===== config.mk =====
export PLATFORM = sky130hd
export DESIGN_NAME = fetch_sequencer
export DESIGN_NICKNAME = d
export VERILOG_FILES = /design/src/rtl/fetch_sequencer.sv
export SDC_FILE = /design/constraint.sdc
export NUM_CORES = 1
export LEC_CHECK = 0
export CORE_ASPECT_RATIO = 0.5
export CORE_MARGIN = 5
export CORE_UTILIZATION = 38
export DETAILED_ROUTE_END_ITERATION = 8
export PLACE_DENSITY = 0.84
export SYNTH_ARGS = -nofsm -noshare
export SYNTH_HDL_FRONTEND = slang
export SYNTH_SLANG_ARGS = --single-unit

===== constraint.sdc =====
create_clock -name clk -period 1.8 [get_ports clk]
set_input_delay 0.18 -clock clk [delete_from_list [all_inputs] [get_ports clk]]
set_output_delay 0.18 -clock clk [all_outputs]
set_load 0.02 [all_outputs]

===== src/rtl/fetch_sequencer.sv =====
// fetch_sequencer: byte-serial instruction fetch front end.
//
// Reads an opcode byte at pc, then up to two operand bytes at pc+1 and pc+2
// (little-endian), presents the completed instruction to the decoder and
// computes the program counter's next value. The program counter register
// itself lives outside this block: it loads next_pc on every rising edge.
//
// Optional feature macro: FETCH_REL_BRANCH_EN
//   defined   : opcode class 2'b11 is 2 bytes; a taken branch of that class
//               jumps to pc + 2 + sign-extended operand[7:0].
//   undefined : opcode class 2'b11 is 3 bytes and uses branch_target.
//
// Handshakes (valid/ready):
//   memory  : mem_req is the valid; mem_ack is the ready/data-valid. A byte
//             transfers only in a cycle where mem_req && mem_ack. mem_req and
//             mem_addr are held stable until that cycle; mem_ack is ignored
//             whenever mem_req is low.
//   decoder : instr_valid is the valid; instr_ready is the ready. The
//             instruction transfers in the cycle instr_valid && instr_ready
//             (the accept cycle). opcode/operand are held stable while
//             instr_valid is high and instr_valid never drops before accept.
module fetch_sequencer (
  input  logic        clk,
  input  logic        reset,
  input  logic [15:0] pc,
  output logic [15:0] next_pc,
  output logic        mem_req,
  output logic [15:0] mem_addr,
  input  logic        mem_ack,
  input  logic [7:0]  mem_rdata,
  output logic        instr_valid,
  input  logic        instr_ready,
  output logic [7:0]  opcode,
  output logic [15:0] operand,
  input  logic        branch_taken,
  input  logic [15:0] branch_target,
  output logic [1:0]  state_dbg
);

  typedef enum logic [1:0] {
    FETCH_OP = 2'd0,
    FETCH_LO = 2'd1,
    FETCH_HI = 2'd2,
    HOLD     = 2'd3
  } state_t;

  state_t      state;
  state_t      state_nxt;
  logic [1:0]  len_q;       // instruction length in bytes, 1..3
  logic [7:0]  opcode_q;
  logic [15:0] operand_q;
  logic        byte_take;   // a memory byte transfers this cycle
  logic        accept;      // the decoder takes the instruction this cycle
  logic        rel_branch;  // taken branch uses the pc-relative form

  // Length of an instruction given its opcode byte.
  function automatic logic [1:0] decode_len(input logic [7:0] op);
    logic [1:0] len;
    case (op[7:6])
      2'b00:   len = 2'd1;
      2'b01:   len = 2'd2;
      2'b10:   len = 2'd3;
`ifdef FETCH_REL_BRANCH_EN
      default: len = 2'd2;
`else
      default: len = 2'd3;
`endif
    endcase
    return len;
  endfunction

  assign byte_take = mem_req & mem_ack;
  assign accept    = instr_valid & instr_ready;
  assign opcode    = opcode_q;
  assign operand   = operand_q;
  assign state_dbg = state;

`ifdef FETCH_REL_BRANCH_EN
  assign rel_branch = (opcode_q[7:6] == 2'b11);
`else
  assign rel_branch = 1'b0;
`endif

  // State register; reset always returns to a fresh opcode fetch.
  always_ff @(posedge clk) begin
    if (reset) begin
      state <= FETCH_OP;
    end else begin
      state <= state_nxt;
    end
  end

  // Next-state logic plus memory request and valid outputs.
  always_comb begin
    state_nxt   = state;
    mem_req     = 1'b0;
    mem_addr    = pc;
    instr_valid = 1'b0;
    case (state)
      FETCH_OP: begin
        mem_req  = 1'b1;
        mem_addr = pc;
        if (mem_ack) begin
          state_nxt = (decode_len(mem_rdata) > 2'd1) ? FETCH_LO : HOLD;
        end
      end
      FETCH_LO: begin
        mem_req  = 1'b1;
        mem_addr = pc + 16'd1;
        if (mem_ack) begin
          state_nxt = (len_q == 2'd3) ? FETCH_HI : HOLD;
        end
      end
      FETCH_HI: begin
        mem_req  = 1'b1;
        mem_addr = pc + 16'd2;
        if (mem_ack) begin
          state_nxt = HOLD;
        end
      end
      HOLD: begin
        instr_valid = 1'b1;
        if (instr_ready) begin
          state_nxt = FETCH_OP;
        end
      end
      default: begin
        state_nxt = FETCH_OP;
      end
    endcase
    // No memory traffic while reset is asserted.
    if (reset) begin
      mem_req = 1'b0;
    end
  end

  // Capture instruction bytes as they arrive; a new opcode clears the operand.
  always_ff @(posedge clk) begin
    if (reset) begin
      opcode_q  <= 8'h00;
      operand_q <= 16'h0000;
      len_q     <= 2'd1;
    end else if (byte_take) begin
      case (state)
        FETCH_OP: begin
          opcode_q  <= mem_rdata;
          operand_q <= 16'h0000;
          len_q     <= decode_len(mem_rdata);
        end
        FETCH_LO: operand_q[7:0]  <= mem_rdata;
        FETCH_HI: operand_q[15:8] <= mem_rdata;
        default:  ;
      endcase
    end
  end

  // Program counter update: hold pc except in the accept cycle.
  always_comb begin
    next_pc = pc;
    if (reset) begin
      next_pc = 16'h0000;
    end else if (accept) begin
      if (branch_taken && rel_branch) begin
        next_pc = pc + 16'd2 + {{8{operand_q[7]}}, operand_q[7:0]};
      end else if (branch_taken) begin
        next_pc = branch_target;
      end else begin
        next_pc = pc + {14'd0, len_q};
      end
    end
  end

endmodule


# --- Yosys cells after proc, flatten, opt, wreduce, memory -nomap -nowiden ---
# Cells that the tools add are included.
word_totals:
  wordCells: 48
  inputBits: 45
  output_inout_bits: 60
  ff_bits: 28
op_classes:
  mux: 19
  add_sub_neg: 3
  bitwise: 2
  n_lt_le_gt_ge: 1
  reduce_logical: 9
  n_eq_ne: 9
ops:
  columns: ["cell", "count"]
  rows:
  - ["16-bit two-way mux", 3]
  - ["16-bit case mux with 2 select lines", 1]
  - ["8-bit case mux with 2 select lines", 2]
  - ["16-bit by 1-bit adder with 16-bit output, second input constant", 1]
  - ["16-bit by 2-bit adder with 16-bit output", 1]
  - ["16-bit by 2-bit adder with 16-bit output, second input constant", 1]
  - ["2-bit two-way mux", 7]
  - ["2-bit inequality test, second input constant", 4]
  - ["2-bit case mux with 4 select lines", 1]
  - ["2-bit equality test, second input constant", 3]
  - ["2-bit AND reduction", 3]
  - ["2-bit by 1-bit equality test with 1-bit output, second input constant", 2]
  - ["2-bit logical NOT", 2]
  - ["1-bit two-way mux", 4]
  - ["2-bit case mux with 2 select lines", 1]
  - ["4-bit AND reduction", 1]
  - ["2-bit nonzero test", 2]
  - ["3-bit OR reduction", 1]
  - ["1-bit bitwise AND", 2]
  - ["2-bit by 1-bit > comparator with 1-bit output, second input constant", 1]

# --- Depth between registers and ports, before layout ---
# Gate-level depths: netlist of run 1.
logic_depth:
  depth_word: 8
  ltp_mapped: 8
  ltp_nobuf: 6

# --- Worst setup path after synthesis of run 1 ---
# Ideal clock, no wire load.
synth_timing:
  path_kind: "register to output"
  from: "register state[0] (netlist: state_dbg[0])"
  to: "output port mem_addr[14]"
  arrival_time_ns: 2.130
  slack_ns: -0.510
  n_path_buf: 1
  required_time_ns: 1.620
  path_stages_with_launch: 7
  path_cell_list: "dfxtp_1 inv_1 ha_1 inv_1 or3_1 clkbuf_1 o31ai_1"
synth_via:
  elab_chain_len: 2
  elab_cells_between_ends: 3
  classes_between: "eq/ne: 2; mux: 1"
synth_lines:
  columns: ["element", "line_no", "text"]
  rows:
  - ["from (decl)", "47", "state_t state;"]
  - ["from (signal assigned)", "89", "state <= state_nxt;"]
  - ["2-bit equality test or 2-bit by 1-bit equality test with 1-bit output (tied branches)", "99", "case (state)"]
  - ["16-bit case mux with 2 select lines (*)", "99", null]
  - ["to (decl)", "28", "output logic [15:0] mem_addr,"]
# Mark *: on every way between the ends. The rest lies on a longest branch, timed or not.

# --- Final worst setup path of run 1 ---
layout_timing:
  from: "register len_q[0]"
  to: "output port next_pc[8]"
layout_via:
  elab_chain_len: 4
layout_lines:
  columns: ["element", "line_no", "text"]
  rows:
  - ["from (decl)", "49", "logic [1:0] len_q;"]
  - ["from (signal assigned)", "148", "len_q <= decode_len(mem_rdata);"]
  - ["16-bit by 2-bit adder with 16-bit output", "168", "next_pc = pc + {14'd0, len_q};"]
  - ["16-bit two-way mux", "165", "end else if (branch_taken) begin"]
  - ["16-bit two-way mux", "162", "end else if (accept) begin"]
  - ["16-bit two-way mux", "160", "if (reset) begin"]
  - ["to (decl)", "26", "output logic [15:0] next_pc,"]
# Every way passes these cells.

==> results of run 1 <==
==> logic make-up (layout without fill, tap and decap cells) <==
| kind of cell | after synthesis | after routing | synth area share, % |
|---|---|---|---|
| compound gates | 115 | 115 | 32.8 |
| simple gates | 138 | 139 | 30.0 |
| flops | 28 | 28 | 23.8 |
| mux | 4 | 4 | 1.75 |
| fa+ha+maj | 9 | 9 | 5.10 |
| buf+inv | 35 | 241 | 6.58 |
==> flip-flops by register name, summed over array words and instances (netlist names) <==
register,cells
len_q,2
operand,16
state_dbg,2
opcode,8
==> cells in the mapped netlist, drive strengths merged, types with 3 or more instances <==
cell type and number:
inv 9, nand2 35, nor3 11, a22oi 18, ha 8, dfxtp 28
or4 4, nor2 38, and3 5, nand4 5, nand2b 5, o31ai 8
a211oi 8, nor4 4, nor3b 3, clkbuf 13, o22ai 3, a31oi 8
o21ai 20, a21oi 24, nand3 15, buf 12, mux2i 3
==> stage by stage <==
| stage | hold WS [ns] | cells | setup slack [ns] | util, % | power (uW) |
|---|---|---|---|---|---|
| after global placement | 0.441 | 594 | -1.01 | 71.2 | 3770 |
| final | 0.395 | 624 | -0.552 | 85.7 | 5690 |
| after detailed placement | 0.449 | 594 | -1.04 | 71.2 | 3840 |
| after floorplan | 0.316 | 329 | -0.135 | - | 2350 |
| after CTS | 0.364 | 618 | -0.411 | 79.8 | 5020 |
| after global routing | 0.405 | 624 | -0.564 | 85.7 | 5920 |
==> final cells by class <==
| class | count | area (sq um) |
|---|---|---|
| multi-input cells | 267 | 2350 |
| repair buffers | 227 | 1990 |
| fillers | 287 | 861 |
| flip-flops and latches | 28 | 576 |
| well taps | 88 | 110 |
| clock buffers | 4 | 100 |
| inverters | 10 | 45.0 |
==> power by group through the flow <==
| stage | Clock [uW] | Sequential [uW] | Combinational [uW] |
|---|---|---|---|
| after global routing | 635 | 791 | 4500 |
| after detailed placement | 0 | 786 | 3050 |
| after floorplan | 0 | 862 | 1490 |
| after CTS | 603 | 773 | 3640 |
| after global placement | 0 | 780 | 2990 |
| final | 605 | 782 | 4300 |
==> worst min-delay path by stage <==
stage	startpoint	endpoint	slack, ns	cells after the start
CTS	reset	len_q[1]$_SDFFE_PP0P_	0.36	3
floorplan	mem_rdata[0]	opcode[0]$_SDFFE_PP0P_	0.32	2
finish	reset	state_dbg[0]$_SDFFE_PP0P_	0.39	3
global route	reset	state_dbg[0]$_SDFFE_PP0P_	0.40	3
global placement	opcode[2]$_SDFFE_PP0P_	opcode[2]$_SDFFE_PP0P_	0.44	2
detailed placement	opcode[4]$_SDFFE_PP0P_	opcode[4]$_SDFFE_PP0P_	0.45	2
==> routing by layer <==
| metal | up-vias | wire length (um) | global-route usage (%) |
|---|---|---|---|
| met5 | - | 0 | 0 |
| met4 | 0 | 1170 | 16.2 |
| met3 | 147 | 1860 | 5.50 |
| met2 | 394 | 6900 | 51.9 |
| met1 | 1901 | 5220 | 36.0 |
| li1 | 1664 | - | - |
==> worst register-to-register path, cell delays in order (launching register included) <==
cell	delay, ns
dfxtp_4	0.36
buf_4	0.14
ha_4	0.18
buf_4	0.14
buf_4	0.14
nor3_2	0.25
a2bb2oi_2	0.17
buf_4	0.14
nor2_1	0.04
a211oi_1	0.27
==> what timing repair did <==
action,in CTS,in global routing
resized for setup,270,72
pin swaps,38,39
endpoints found under the setup margin,49,48
cloned,1,0
buffers inserted,19,8
==> flow_metrics.env, run 1 <==
export IMPL_ys_seq_area_share_pct=23.8
export IMPL_netlist_top_cells_area="dfxtp_1, nor2_1, a22oi_1"
export IMPL_antenna_cells=0
export IMPL_cts_root_buf="clkbuf_16"
export IMPL_yosys_area_top_type="dfxtp_1"
export IMPL_synth_avg_cell_area_sq_um=7.16
export IMPL_nNetsFinal=591
export IMPL_synth_edf_count=0
export IMPL_maxClockFrequency_mhz=425
export IMPL_dr_pass1_iters=8
export IMPL_drive_gt1_share_pct=50.9
export IMPL_ys_async_sr_fraction_pct=0
export IMPL_insertion_delay_ns=0.27
export IMPL_finalSetupTns_ns=-10.29
export IMPL_hold_class="in2reg"
export IMPL_crit_start="len_q[0]$_SDFFE_PP1P_"
export IMPL_cts_tree="yes"
export IMPL_internal_power_uw=3160
export IMPL_slew_headroom_pct=72.2
export IMPL_synthCells=329
export IMPL_r2r_start="state_dbg[1]$_SDFFE_PP0P_"
export IMPL_num_vias=4106
export IMPL_worstMarginPinSlew_ns=0.417
export IMPL_layout_min_cycle_time_ns=2.35
export IMPL_swShare_pct=44.4
export IMPL_p_comb_share_pct=75.6
export IMPL_cp_cell_sequence="ha_4, fa_2, buf_6, nand2b_4, or4_4, o21ai_2, a211oi_2, buf_4"
export IMPL_grt_start_max_net_pins=25
export IMPL_cp_top_family="adder cells"
export IMPL_final_cell_area_sq_um=5170
export IMPL_worst_path_stages=8
export IMPL_dieArea_sq_um=7970
export IMPL_grt_pass1_vias=3820
export IMPL_power_frac_seq_pct=13.7
export IMPL_power_density_nw_per_um2=1100
export IMPL_leakage_uw=0.00204
export IMPL_rows=20
export IMPL_antenna_found_initial=0
export IMPL_r2r_cells=9
export IMPL_drtIter0Drc=737
export IMPL_setup_slack_ns=-0.552
export IMPL_cp_endpoint="next_pc[8]"
export IMPL_critPathMaxStageDelay_ns=0.38
export IMPL_synth_ff_type="dfxtp_1"
export IMPL_rsz0062_at_grt="yes"
export IMPL_vias_per_cell=6.58
export IMPL_routedWlPerCell_um=24.3
export IMPL_rrSetupSlack_ns=-0.14
export IMPL_coreArea_sq_um=6030
export IMPL_path_buf_inv=2
export IMPL_synth_top_cell_area_share_pct=23.8
export IMPL_grt_total_usage_pct=30.1
export IMPL_vdd_ir_drop_max_mv=0.833
export IMPL_start_kind="flop"
export IMPL_required_ns=1.62
export IMPL_clk_pin_slew_ns=0.06
export IMPL_area_growth_pct=119
export IMPL_dpl_cell_area_sq_um=4290
export IMPL_clock_sinks=28
export IMPL_grt_first_pass_wirelength_um=19300
export IMPL_die_width_um=121
export IMPL_final_setup_viol_count=34
export IMPL_slowest_stage="fa_2"
export IMPL_maxSlewViolCount=0
export IMPL_hold_buffers=0
export IMPL_worstPathMaxFanout=4
export IMPL_violations="negative setup slack"
export IMPL_wl_um=15100
export IMPL_path_class="reg2out"
export IMPL_reg2reg_to="state_dbg[1]$_SDFFE_PP0P_"
export IMPL_netlist_area_sq_um=2360
export IMPL_dp_hpwl_um=8130
export IMPL_cts_buffer_depth=2
export IMPL_yosysWarningCount=0
export IMPL_cts_made_buffers=3
export IMPL_status="complete, but fails checks"
export IMPL_ys_types=62
export IMPL_end_kind="output pin"
export IMPL_synth_seq_cells=28
export IMPL_final_common_cell="buf_4"
export IMPL_place_congestion=1.03
export IMPL_ant_nets=0
export IMPL_p_switching_uw=2530
export IMPL_layout_common_cells="buf_4, clkdlybuf4s50_1, buf_6, nand2_1, nor2_1"
export IMPL_gr_total_overflow=0
export IMPL_hold_violations=0
export IMPL_numPortBuffers=104
export IMPL_cap_violations=0
export IMPL_clkPwrFrac_pct=10.6
export IMPL_fin_crit_sh_pct=131
export IMPL_arrival_ns=2.17
export IMPL_boundaryPins=105
export IMPL_synth_nets=383
export IMPL_drc=0
export IMPL_clock_skew_ns=0.00475
export IMPL_die_y_um=65.7
export IMPL_htreeDepth=1
export IMPL_start_util_pct=39.1
Power figures use the tool's default switching activity.
==> inputs of run 2 (changes only) <==
--- a/config.mk
+++ b/config.mk
@@ -5,7 +5,6 @@
 export SDC_FILE = /design/constraint.sdc
 export NUM_CORES = 1
 export LEC_CHECK = 0
-export CORE_ASPECT_RATIO = 0.5
 export CORE_MARGIN = 5
 export CORE_UTILIZATION = 38
 export DETAILED_ROUTE_END_ITERATION = 8
==> run 2 against run 1 <==
Effect of this change: the run still ends with negative setup slack left; non-clock buffer count decreased by 2; worst setup slack gained 0.037 ns; highest routed layer unchanged; power is 2.6% lower; first-iteration DRC count decreased by 53%; register-to-register slack improved by 0.14 ns; wire length fell by 9.9%; count of clock-buffer cells in the layout unchanged; worst hold slack better by 0.0046 ns; sequential power about the same; global-route usage increased by 0.25 points; core utilization is 1.1 points lower.
==> flow_metrics.env, run 2 (synthesized netlist as in run 1, its figures left out) <==
export IMPL_cp_top_family="buffers and inverters"
export IMPL_end_kind="output pin"
export IMPL_vdd_ir_drop_max_mv=1.70
export IMPL_wl_um=13600
export IMPL_power_density_nw_per_um2=1090
export IMPL_start_util_pct=39.3
export IMPL_fillers=305
export IMPL_drive_gt1_share_pct=47.7
export IMPL_maxSlewViolCount=0
export IMPL_power_frac_seq_pct=14.1
export IMPL_boundaryPins=105
export IMPL_antenna_found_initial=0
export IMPL_cts_root_buf="clkbuf_8"
export IMPL_violations="negative setup slack"
export IMPL_grt_use_met3_pct=4.66
export IMPL_routedWlPerCell_um=22.4
export IMPL_leakage_uw=0.00201
export IMPL_holdWs_ns=0.400
export IMPL_hold_violations=0
export IMPL_path_class="in2out"
export IMPL_gr_total_overflow=0
export IMPL_dp_hpwl_um=8180
export IMPL_htreeDepth=1
export IMPL_clock_sinks=28
export IMPL_rows=28
export IMPL_cp_cell_sequence="clkdlybuf4s15_1, buf_4, ha_1, a22oi_1, or3_4, buf_6, o31ai_2, buf_2"
export IMPL_drc=0
export IMPL_worstMarginPinSlew_ns=0.429
export IMPL_hold_buffers=0
export IMPL_final_cell_area_sq_um=5070
export IMPL_slowest_stage="or3_4"
export IMPL_crit_start="pc[1]"
export IMPL_r2r_start="state_dbg[0]$_SDFFE_PP0P_"
export IMPL_drtIter0Drc=350
export IMPL_status="complete, but fails checks"
export IMPL_layout_common_cells="buf_4, clkdlybuf4s50_1, buf_6, nand2_1, nor2_1"
export IMPL_final_common_cell="buf_4"
export IMPL_fin_crit_sh_pct=129
export IMPL_required_ns=1.62
export IMPL_antenna_cells=0
export IMPL_slew_headroom_pct=71.4
export IMPL_p_comb_share_pct=77.6
export IMPL_nNetsFinal=588
export IMPL_met1_usage_pct=35.8
export IMPL_min_from="reset"
export IMPL_grtUsageMet2_pct=53.7
export IMPL_dr_pass1_iters=5
export IMPL_cap_violations=0
export IMPL_clkPwrFrac_pct=8.3
export IMPL_cts_tree="yes"
export IMPL_critPathMaxStageDelay_ns=0.40
export IMPL_arrival_ns=2.14
export IMPL_internal_power_uw=3070
export IMPL_clk_pin_slew_ns=0.10
export IMPL_numPortBuffers=104
export IMPL_die_width_um=88.7
export IMPL_place_congestion=0.907
export IMPL_layout_min_cycle_time_ns=2.32
export IMPL_hold_class="in2reg"
export IMPL_grt_pass1_vias=3745
export IMPL_start_kind="primary input"
export IMPL_clock_skew_ns=0.00746
export IMPL_dpl_cell_area_sq_um=4240
export IMPL_cts_made_buffers=3
export IMPL_cts_buffer_depth=2
export IMPL_rsz0062_at_grt="yes"
export IMPL_coreArea_sq_um=5990
export IMPL_p_switching_uw=2470
export IMPL_total_power_uw=5540
export IMPL_die_y_um=88.7
export IMPL_maxClockFrequency_mhz=432
export IMPL_grt_first_pass_wirelength_um=18800
export IMPL_gr_max_usage_layer="met2"
export IMPL_vias_per_cell=6.37
export IMPL_worstPathMaxFanout=8
export IMPL_largest_reg_flops=16
export IMPL_ant_nets=0
export IMPL_setup_slack_ns=-0.515
export IMPL_final_setup_viol_count=33
export IMPL_area_growth_pct=115
export IMPL_insertion_delay_ns=0.29
export IMPL_path_buf_inv=4
export IMPL_grt_start_max_net_pins=26
export IMPL_swShare_pct=44.6
export IMPL_num_vias=3874
export IMPL_dieArea_sq_um=7870
export IMPL_grt_total_usage_pct=30.4
[run 2: final timing paths]
check / slack [ns] / depth (start not counted) / endpoint
max: -0.52 / 8 / mem_addr[14]
min: 0.40 / 3 / operand[1]$_SDFFE_PP0P_
max reg2reg: 0 / 7 / operand[12]$_SDFFE_PP0P_
min reg2reg: 0.48 / 2 / opcode[4]$_SDFFE_PP0P_
[run 2: per-stage QoR]
stage | std cells | setup WS, ns | util [%] | TNS (ns)
final | 608 | -0.515 | 84.6 | -10.24
after detailed placement | 576 | -1.08 | 70.8 | -27.35
after CTS | 597 | -0.376 | 78.9 | -7.51
after floorplan | 329 | -0.135 | - | -0.697
after global routing | 608 | -0.514 | 84.6 | -11.77
after global placement | 576 | -1.06 | 70.8 | -26.61
[run 2: what timing repair did]
item,in CTS,in global routing
resized for setup,268,68
endpoints found under the setup margin,52,52
buffers inserted,17,14
pin swaps,38,36
[run 2: power by group through the flow]
stage / clock, uW / sequential (uW) / combinational, uW
finish: 460 / 781 / 4300
global route: 477 / 789 / 4470
CTS: 447 / 774 / 3590
detailed placement: 0 / 785 / 2950
global placement: 0 / 779 / 2880
floorplan: 0 / 862 / 1490
[run 2: worst register-to-register path: cells and delay by family, from the launching register on]
| family | cells | cell delay (ns) |
|---|---|---|
| and+or+nand+nor | 3 | 0.63 |
| DFF | 1 | 0.38 |
| buffers and inverters | 2 | 0.30 |
| AOI/OAI and AO/OA | 1 | 0.22 |
| adders and majority gates | 1 | 0.18 |
[run 2: final cells by class]
| class | count | area, sq um | share of cell area (%) |
|---|---|---|---|
| multi-input cells | 266 | 2240 | 44.2 |
| repair buffers | 225 | 2050 | 40.4 |
| inverters | 10 | 50.0 | 0.988 |
| clock buffers | 4 | 66.3 | 1.31 |
| well taps | 75 | 93.8 | 1.85 |
| flip-flops and latches | 28 | 573 | 11.3 |
[run 2: metal layers]
layer	share of wire, %	wire length, um	vias up
li1	-	-	1672
met2	49	6640	282
met4	5.7	780	0
met3	9.1	1240	77
met5	0	0	-
met1	36	4970	1843
==> patch: new RTL, settings of run 2 <==
Put one more register stage on the output `state_dbg`, without a reset. The value now appears one clock later. The other outputs are not delayed to match.
--- a/src/rtl/fetch_sequencer.sv
+++ b/src/rtl/fetch_sequencer.sv
@@ -74,5 +74,7 @@
   assign opcode    = opcode_q;
   assign operand   = operand_q;
-  assign state_dbg = state;
+  always_ff @(posedge clk) begin
+    state_dbg <= state;
+  end
 
 `ifdef FETCH_REL_BRANCH_EN
Behaviour: not the same (Yosys sat finds a counterexample within 4 cycles, from zero or initial values and one cycle with reset high).
==> patch against run 2 <==
The flow still finishes with violations (negative setup slack). Count of clock-buffer cells in the layout is 2 higher. Register-to-register slack lost 0.07 ns. Routed wire length increased by 4.6%. Design area is 2.5% higher. Synthesized cell count is 0.61% higher. Global-route usage is 1.2 points lower. Via count increased by 2.4%. First-iteration DRC count up 32%. Sequential cell count up 2. Total power rose by 5.1%. Synthesized area rose by 1.7%. Worst setup slack worse by 0.0017 ns.
==> patch: results <==
[detailed_routing]
dr.first_iter.drc_count = 461
wl_met2_um = 6880
wl_met1_um = 4900
routedWlPerCell_um = 23.0
wl_met3_um = 1360

[worst_setup_path]
crit_type = "reg2out"
endpoint = "mem_addr[13]"
r2r_start = "state[1]$_SDFFE_PP0P_"
reg2reg_depth = 10
crit_path_max_fanout = 5
crit_family = "simple AND/OR/NAND/NOR gates"

[pwr]
combPwrFrac_pct = 75.0
power_frac_clock_pct = 10.0
leakagePower_nw = 2.08
p_int_mw = 3.22

[synth]
synth-compound-area-share_pct = 32.2
synth_area_leaders = "dfxtp_1 (25%), nor2_1 (5.8%), a22oi_1 (5.6%)"
synth.cells.most_frequent = "nor2_1 (37), nand2_1 (35), dfxtp_1 (30)"
synthAdderAreaFrac_pct = 5.01
syn-num-nets = 385
synthMuxAreaShare_pct = 1.72
yosysSeqAreaShare_pct = 25.1

[timing]
setup_violations = 43
fin_ws_ns = -0.517

[global_route]
grt_use_met1_pct = 32.8
grt_pass1_wl_um = 18300
grt_usage_pct = 29.2
grt_pass1_vias = 3689
met2_usage_pct = 52.2
use_met3_pct = 5.35

[placement]
hpwlAfterDp_um = 8150
place_ws_ns = -1.02
gp_congestion = 1.01
dpl_cell_area_um2 = 4300

[clock_network]
cts_setup_buffers = 10
clk_pin_slew_ns = 0.07
h-tree-depth = 2
cts_resized = 260

[outcome]
failed_checks = "negative setup slack"
status = "finished, violations left"

[cells_and_area]
final_nets = 595
patch: changes by cell type after synthesis:
| cell | change |
|---|---|
| dfxtp_1 | +2 |
patch: metrics by stage:
| step | power (mW) | util (%) | instances | setup TNS (ns) |
|---|---|---|---|---|
| after floorplan | 2.39 | - | 331 | -0.297 |
| after global placement | 3.69 | 68.9 | 582 | -25.47 |
| after detailed placement | 3.78 | 68.9 | 582 | -26.57 |
| after CTS | 4.97 | 76.3 | 602 | -8.02 |
| after global routing | 6.03 | 83.2 | 619 | -13.21 |
| final | 5.82 | 83.2 | 619 | -11.06 |
patch: final cells by class:
| cell class | count | area share, % |
|---|---|---|
| clock buffer | 6 | 1.59 |
| clock inverter | 2 | 0.241 |
| sequential | 30 | 11.9 |
| timing repair buffer | 227 | 39.5 |
| tap | 77 | 1.86 |
| multi-input combinational | 267 | 44.0 |
| inverter | 10 | 0.916 |
patch: worst min path at each step:
stage	from	to	slack (ns)	cells past startpoint
final	reset	state[0]$_SDFFE_PP0P_	0.40	3
after global routing	reset	state[0]$_SDFFE_PP0P_	0.41	3
after CTS	reset	len_q[1]$_SDFFE_PP0P_	0.35	3
after detailed placement	state[0]$_SDFFE_PP0P_	state_dbg[0]$_DFF_P_	0.39	0
after global placement	state[0]$_SDFFE_PP0P_	state_dbg[0]$_DFF_P_	0.38	0
after floorplan	mem_rdata[0]	opcode[0]$_SDFFE_PP0P_	0.32	2
patch: worst register-to-register path: stages, from the launching register on:
cell and delay, ns:
dfxtp_4 0.37, buf_6 0.12, ha_4 0.16, buf_6 0.13
buf_6 0.13, buf_6 0.11, nor4bb_4 0.14, buf_4 0.16
nor2_4 0.25, a22oi_1 0.11, nor2_1 0.12
